[src/rtl/lc3_mem_arbiter.sv]
`timescale 1ns/1ps
// lc3_mem_arbiter: round-robin sequencer for the shared LC-3 memory.
// Produces the R (ready) pulse for the CPU and an ack for the loader.
module lc3_mem_arbiter #(
  parameter int ADDR_W      = 16,
  parameter int DATA_W      = 16,
  parameter int MEM_LATENCY = 3
) (
  input  logic              clk,
  input  logic              reset,
  input  logic              cpu_mio_en,
  input  logic              cpu_r_w,
  input  logic [ADDR_W-1:0] cpu_addr,
  input  logic [DATA_W-1:0] cpu_wdata,
  output logic [DATA_W-1:0] cpu_rdata,
  output logic              cpu_ready,
  input  logic              ldr_req,
  input  logic              ldr_we,
  input  logic [ADDR_W-1:0] ldr_addr,
  input  logic [DATA_W-1:0] ldr_wdata,
  output logic [DATA_W-1:0] ldr_rdata,
  output logic              ldr_ack,
  output logic              mem_cs,
  output logic              mem_we,
  output logic [ADDR_W-1:0] mem_addr,
  output logic [DATA_W-1:0] mem_wdata,
  input  logic [DATA_W-1:0] mem_rdata,
  output logic              busy,
  output logic              owner
);

  localparam int CW =
    (MEM_LATENCY > 1) ? $clog2(MEM_LATENCY) : 1;
  localparam logic [CW-1:0] CNT_INIT =
    CW'(MEM_LATENCY - 1);

  typedef enum logic [2:0] {
    IDLE,
    CPU_ACC,
    LDR_ACC,
    CPU_DONE,
    LDR_DONE
  } state_t;

  typedef struct packed {
    logic              we;
    logic [ADDR_W-1:0] addr;
    logic [DATA_W-1:0] wdata;
  } req_t;

  state_t            state;
  state_t            state_nxt;
  logic [CW-1:0]     cnt;
  req_t              req_q;
  req_t              req_in;
  logic              owner_q;
  logic              last_owner;
  logic [DATA_W-1:0] cpu_rdata_q;
  logic [DATA_W-1:0] ldr_rdata_q;
  logic              cpu_win;
  logic              ldr_win;
  logic              grant;
  logic              in_acc;
  logic              last_beat;

  // On a tie the port that did not own the last access wins.
  assign cpu_win = cpu_mio_en &
                   (~ldr_req | last_owner);
  assign ldr_win = ldr_req &
                   (~cpu_mio_en | ~last_owner);

  assign in_acc    = (state == CPU_ACC) |
                     (state == LDR_ACC);
  assign last_beat = in_acc & (cnt == '0);
  assign grant     = (state == IDLE) &
                     (cpu_win | ldr_win);

  always_comb begin
    req_in = '{
      we:    cpu_r_w,
      addr:  cpu_addr,
      wdata: cpu_wdata
    };
    if (ldr_win) begin
      req_in = '{
        we:    ldr_we,
        addr:  ldr_addr,
        wdata: ldr_wdata
      };
    end
  end

  always_comb begin
    state_nxt = state;
    unique case (state)
      IDLE: begin
        unique case (1'b1)
          cpu_win: state_nxt = CPU_ACC;
          ldr_win: state_nxt = LDR_ACC;
          default: state_nxt = IDLE;
        endcase
      end
      CPU_ACC: begin
        if (cnt == '0) state_nxt = CPU_DONE;
      end
      LDR_ACC: begin
        if (cnt == '0) state_nxt = LDR_DONE;
      end
      CPU_DONE: state_nxt = IDLE;
      LDR_DONE: state_nxt = IDLE;
      default:  state_nxt = IDLE;
    endcase
  end

  always_ff @(posedge clk or negedge reset) begin
    if (!reset) begin
      state <= IDLE;
    end else begin
      state <= state_nxt;
    end
  end

  always_ff @(posedge clk or negedge reset) begin
    if (!reset) begin
      cnt        <= '0;
      req_q      <= '0;
      owner_q    <= 1'b0;
      last_owner <= 1'b1;
    end else if (grant) begin
      cnt        <= CNT_INIT;
      req_q      <= req_in;
      owner_q    <= ldr_win;
      last_owner <= ldr_win;
    end else if (in_acc && cnt != '0) begin
      cnt <= cnt - CW'(1);
    end
  end

  // Read data is captured on the edge that ends the access.
  always_ff @(posedge clk or negedge reset) begin
    if (!reset) begin
      cpu_rdata_q <= '0;
      ldr_rdata_q <= '0;
    end else if (last_beat && !req_q.we) begin
      if (state == CPU_ACC) cpu_rdata_q <= mem_rdata;
      if (state == LDR_ACC) ldr_rdata_q <= mem_rdata;
    end
  end

  assign mem_cs    = in_acc;
  assign mem_we    = in_acc & req_q.we;
  assign mem_addr  = req_q.addr;
  assign mem_wdata = req_q.wdata;
  assign cpu_ready = (state == CPU_DONE);
  assign ldr_ack   = (state == LDR_DONE);
  assign cpu_rdata = cpu_rdata_q;
  assign ldr_rdata = ldr_rdata_q;
  assign busy      = (state != IDLE);
  assign owner     = owner_q;

endmodule

[config.mk]
export PLATFORM = sky130hd
export DESIGN_NAME = lc3_mem_arbiter
export DESIGN_NICKNAME = d
export VERILOG_FILES = /design/src/rtl/lc3_mem_arbiter.sv
export SDC_FILE = /design/constraint.sdc
export NUM_CORES = 1
export LEC_CHECK = 0
export ABC_AREA = 1
export CAP_MARGIN = 10
export CORE_MARGIN = 2
export CORE_UTILIZATION = 46
export DETAILED_ROUTE_END_ITERATION = 16
export PLACE_DENSITY = 0.86
export SETUP_SLACK_MARGIN = 0.05
export SYNTH_ARGS = -nofsm -noshare
export SYNTH_HDL_FRONTEND = slang
export SYNTH_SLANG_ARGS = --single-unit
[constraint.sdc]
create_clock -name clk -period 4.3 [get_ports clk]
set_clock_uncertainty 0.1 [all_clocks]
set_input_delay 0.43 -clock clk [delete_from_list [all_inputs] [get_ports clk]]
set_output_delay 0.43 -clock clk [all_outputs]
set_load 0.1 [all_outputs]
==> results of run 1 <==
==> per-stage QoR <==
step,hold slack [ps],setup slack [ps],instances,utilization (%)
detailed placement,364.4,1674,658,65.94
global placement,354.8,1699,658,65.94
global route,141.8,1149,674,68.61
CTS,95.82,1283,674,68.61
floorplan,34.41,879.5,455,-
finish,83.08,1318,674,68.61
==> layout by cell type, fill, tap and decap left out, drive strengths merged, types with 3 or more instances in the layout <==
cell and instances:
nor2 4, inv 29, dfrtp 71, nor3 3, o21ai 33, nand2 213, clkinv 3, clkdlybuf4s50 154
nand3 44, clkbuf 10, buf 5
==> worst max-delay path, cell delays in order (launching register included) <==
cell and delay (ps):
dfrtp_1 450, nor2_2 190, nand2_1 120, a21boi_0 200, clkdlybuf4s50_1 1170
==> flip-flops by register name, indices dropped and copies added (netlist names) <==
signal and flops:
cpu_rdata 16, ldr_rdata 16, mem_addr 16, mem_wdata 16, state 3, cnt 2, last_owner 1, owner 1
req_q 1
==> final cells by class <==
type                       count  area, sq um  share of cell area (%)
inverter                      28        105.1                   2.079
tap                           99        123.9                   2.450
clock buffer                  10        127.6                   2.524
sequential                    72         1803                   35.66
clock inverter                 6        68.82                   1.361
multi-input combinational    300         1251                   24.75
timing repair buffer         159         1577                   31.18
==> final timing paths <==
check,start,end,slack [ps],cells past startpoint
max reg2reg,cnt[0],ldr_rdata[0],1980,6
min reg2reg,mem_addr[13],mem_addr[13],380,2
max,state[2],mem_we,1320,4
min in group clk,mem_addr[13],mem_addr[13],380,2
max in group asynchronous,reset,mem_wdata[8],3070,2
min,reset,mem_wdata[4],80,1
==> cells in the mapped netlist (4+ instances only) <==
library cell  number  area share [%]
o21ai_0           23             3.3
clkbuf_1           7            0.74
nand3_1           44             6.2
inv_1             26             2.8
buf_6              4             1.3
dfrtp_1           71              50
buf_4             35             7.4
buf_2              9             1.3
o21ai_1           10             1.4
nand2_1          213              23
==> routing by layer <==
| layer | global-route usage (%) | up-vias | share of wire [%] |
|---|---|---|---|
| li1 | - | 1617 | - |
| met1 | 24.40 | 1493 | 41 |
| met2 | 38.73 | 101 | 52 |
| met3 | 3.698 | 15 | 5.2 |
| met4 | 9.577 | 0 | 2.0 |
| met5 | 0 | - | 0 |
==> logic make-up after synthesis <==
group	synth area share, %
compound gates	4.880
fa+ha+maj	0.3536
buf+inv	13.68
flops	50.95
simple gates	30.13
==> flow_summary.json, run 1 <==
{
  "grt_pass1_wl_mm": 14.49,
  "start_util_pct": 48.01,
  "cap_violations": 0,
  "std_cell_rows": 31,
  "synthArstFlopShare_pct": 100.0,
  "fin_area_sq_um": 5056,
  "end_kind": "primary output",
  "ys_warn_count": 0,
  "syn_to_final_growth_pct": 42.89,
  "clock_latency_ps": 330,
  "fp.dieArea_sq_um": 8410,
  "io_pins": 156,
  "hp-class": "input port to async pin",
  "tns_ps": 0,
  "diodes": 0,
  "cp-start-kind": "register",
  "nets": 657,
  "drtAntennaViolNets": 0,
  "cts_resized": 0,
  "die_h_um": 91.71,
  "yosysUniqueCellTypes": 19,
  "root_buffer": "clkbuf_8",
  "antenna_found_initial": 0,
  "clockBufferDepth": 2,
  "postPlaceCellArea_sq_um": 4860,
  "crit_fanout": 5,
  "cp.arrival_ps": 2450,
  "critical_path_required_ps": 3770,
  "hold_viol": 0,
  "drt_iter0_markers": 125,
  "worst_pin_slew_ps": 1112,
  "grt_util_all_layers_pct": 21.31,
  "final_min_period_over_clock_period_pct": 69.36,
  "htree_levels": 3,
  "syn_area_sq_um": 3538,
  "hpwl_mm": 6.380,
  "finalSetupViolations": 0,
  "drive_above_1_share_pct": 4.522,
  "syn_inst": 455,
  "fillers": 583,
  "synth_edf_count": 0,
  "maxSlewViolCount": 0,
  "die_x_um": 91.71,
  "drt-total-wl_mm": 8.818,
  "synth_seq_cells": 72,
  "grt_overflow": 0,
  "run_status": "finished clean",
  "numPortBuffers": 155,
  "drt_pass1_iterations": 4,
  "cts_tree": "yes",
  "first_global_vias": 3240,
  "ctsHoldBuffers": 0,
  "fmax_mhz": 335.3,
  "num_vias": 3226,
  "period_minus_slack_ps": 2982,
  "slew_headroom_pct": 25.66,
  "synth_nets": 542,
  "rsz0062_at_grt": "false",
  "synth.avg_cell_area_sq_um": 7.777,
  "cts_setup_buffers": 0,
  "drc_errors": 0,
  "wire_per_inst_um": 13.08,
  "crit_type": "register to primary output",
  "clk_pin_slew_worst_paths_ps": 70,
  "synth_flop_cell": "dfrtp_1",
  "core_sq_um": 7370,
  "post_drt_via_cell_ratio": 4.786,
  "grt_max_degree": 38,
  "finalWeightedCongestion": 0.8970,
  "numCtsBuffers": 9,
  "cts.sinks": 72,
  "ys_seq_area_share_pct": 50.95
}
Power of run 1 is left out: the tool's default activity adds up to more than one toggle a clock period on the data nets, which glitch-free logic cannot reach.
==> run 2: changes to the inputs <==
Settings changed: CORE_UTILIZATION 46 to 42, PLACE_DENSITY 0.86 to 0.79.
Clock period 4.3 ns to 2.75 ns, I/O delays scaled along.
==> flow_summary.json, run 2 (synthesis results as in run 1) <==
{
  "drc_errors": 0,
  "dr.max_layer_used": "met4",
  "slew_headroom_pct": 40.39,
  "cts_resized": 0,
  "finalWeightedCongestion": 0.7914,
  "crit_type": "register to primary output",
  "cts.sinks": 72,
  "fmax_mhz": 510.9,
  "regToRegStartpoint": "state[2]",
  "diodes": 0,
  "hold_viol": 0,
  "drt_iter0_markers": 154,
  "met3_wirelength_um": 411,
  "cts_setup_buffers": 0,
  "die_h_um": 95.79,
  "root_buffer": "clkbuf_8",
  "ctsHoldBuffers": 1,
  "numCtsBuffers": 9,
  "htree_levels": 3,
  "antenna_found_initial": 0,
  "post_drt_via_cell_ratio": 4.760,
  "clock_latency_ps": 320,
  "end_kind": "primary output",
  "hp-class": "register to register",
  "num_vias": 3251,
  "drt_pass1_iterations": 5,
  "nets": 660,
  "syn_to_final_growth_pct": 38.33,
  "crit_fanout": 6,
  "final_cell_mix": "nand2_1, clkdlybuf4s50_1, buf_4, dfrtp_1, nand3_1",
  "rrSetupSlack_ps": 830,
  "drtAntennaViolNets": 0,
  "critical_path_required_ps": 2380,
  "numPortBuffers": 155,
  "first_global_vias": 3046,
  "worst_pin_slew_ps": 894.2,
  "grt_overflow": 0,
  "min_from": "owner",
  "drive_above_1_share_pct": 17.13,
  "clk_pin_slew_worst_paths_ps": 70,
  "layout_commonest_cell": "nand2_1",
  "die_x_um": 95.79,
  "start_util_pct": 43.28,
  "grt_util_all_layers_pct": 18.66,
  "drt-total-wl_mm": 8.592,
  "final_min_period_over_clock_period_pct": 71.17,
  "period_minus_slack_ps": 1957,
  "tns_ps": 0,
  "fp.dieArea_sq_um": 9175,
  "wl_met2_mm": 4.543,
  "cap_violations": 0,
  "wl_met1_mm": 3.452,
  "hpwl_mm": 6.415,
  "clockBufferDepth": 2,
  "finalSetupViolations": 0,
  "maxSlewViolCount": 0,
  "cp-start-kind": "register",
  "grt_max_degree": 73,
  "rsz0062_at_grt": "false",
  "run_status": "finished clean",
  "std_cell_rows": 33,
  "startpoint": "state[0]",
  "cp.arrival_ps": 1580,
  "io_pins": 156,
  "wire_per_inst_um": 12.58,
  "core_sq_um": 8175,
  "cts_tree": "yes",
  "grt_pass1_wl_mm": 13.54
}
[run 2: changes by cell type in the layout (fill, tap and decap cells not counted), sizes merged]
cell and change:
clkinvlp -1, bufinv -1, clkbuf +2, buf +72
inv -1, dlygate4sd3 +1, clkdlybuf4s50 -70, clkinv +1
[run 2: metal layers]
layer	vias up	global-route usage, %
met3	17	3.367
met4	0	7.619
met2	88	34.44
li1	1618	-
met5	-	0
met1	1528	21.11
[run 2: layout make-up]
cell class                 count  area (sq um)
clock inverter                 4         20.02
timing repair buffer         162          1429
sequential                    72          1803
multi-input combinational    300          1261
tap                          105         131.4
clock buffer                  12         145.1
inverter                      28         105.1
fill                         755          3281
[run 2: path summary, 6_finish.rpt]
kind / end / cells after the start
min in group asynchronous: mem_addr[2] / 2
max reg2reg: req_q[32] / 5
min: owner / 2
max in group asynchronous: cpu_rdata[14] / 2
min reg2reg: owner / 2
max: mem_we / 4
[run 2: critical path, cell delays in order, from the launching register on]
cell      delay [ps]
dfrtp_1          450
inv_1            180
nand3_1          150
a21boi_1         160
buf_4            310
[run 2: stage by stage]
step	worst slack (ps)	std cells	cell area (sq um)	hold slack, ps	util, %
3_3_place_gp	699.2	666	4720	350.3	57.73
2_1_floorplan	211.0	455	3548	-120.6	-
6_report	792.8	683	4895	375.7	59.87
3_5_place_dp	604.9	666	4720	361.1	57.73
5_1_grt	595.8	683	4895	405.4	59.87
4_1_cts	766.1	683	4895	378.7	59.87
Power of run 2 is left out for the same reason.
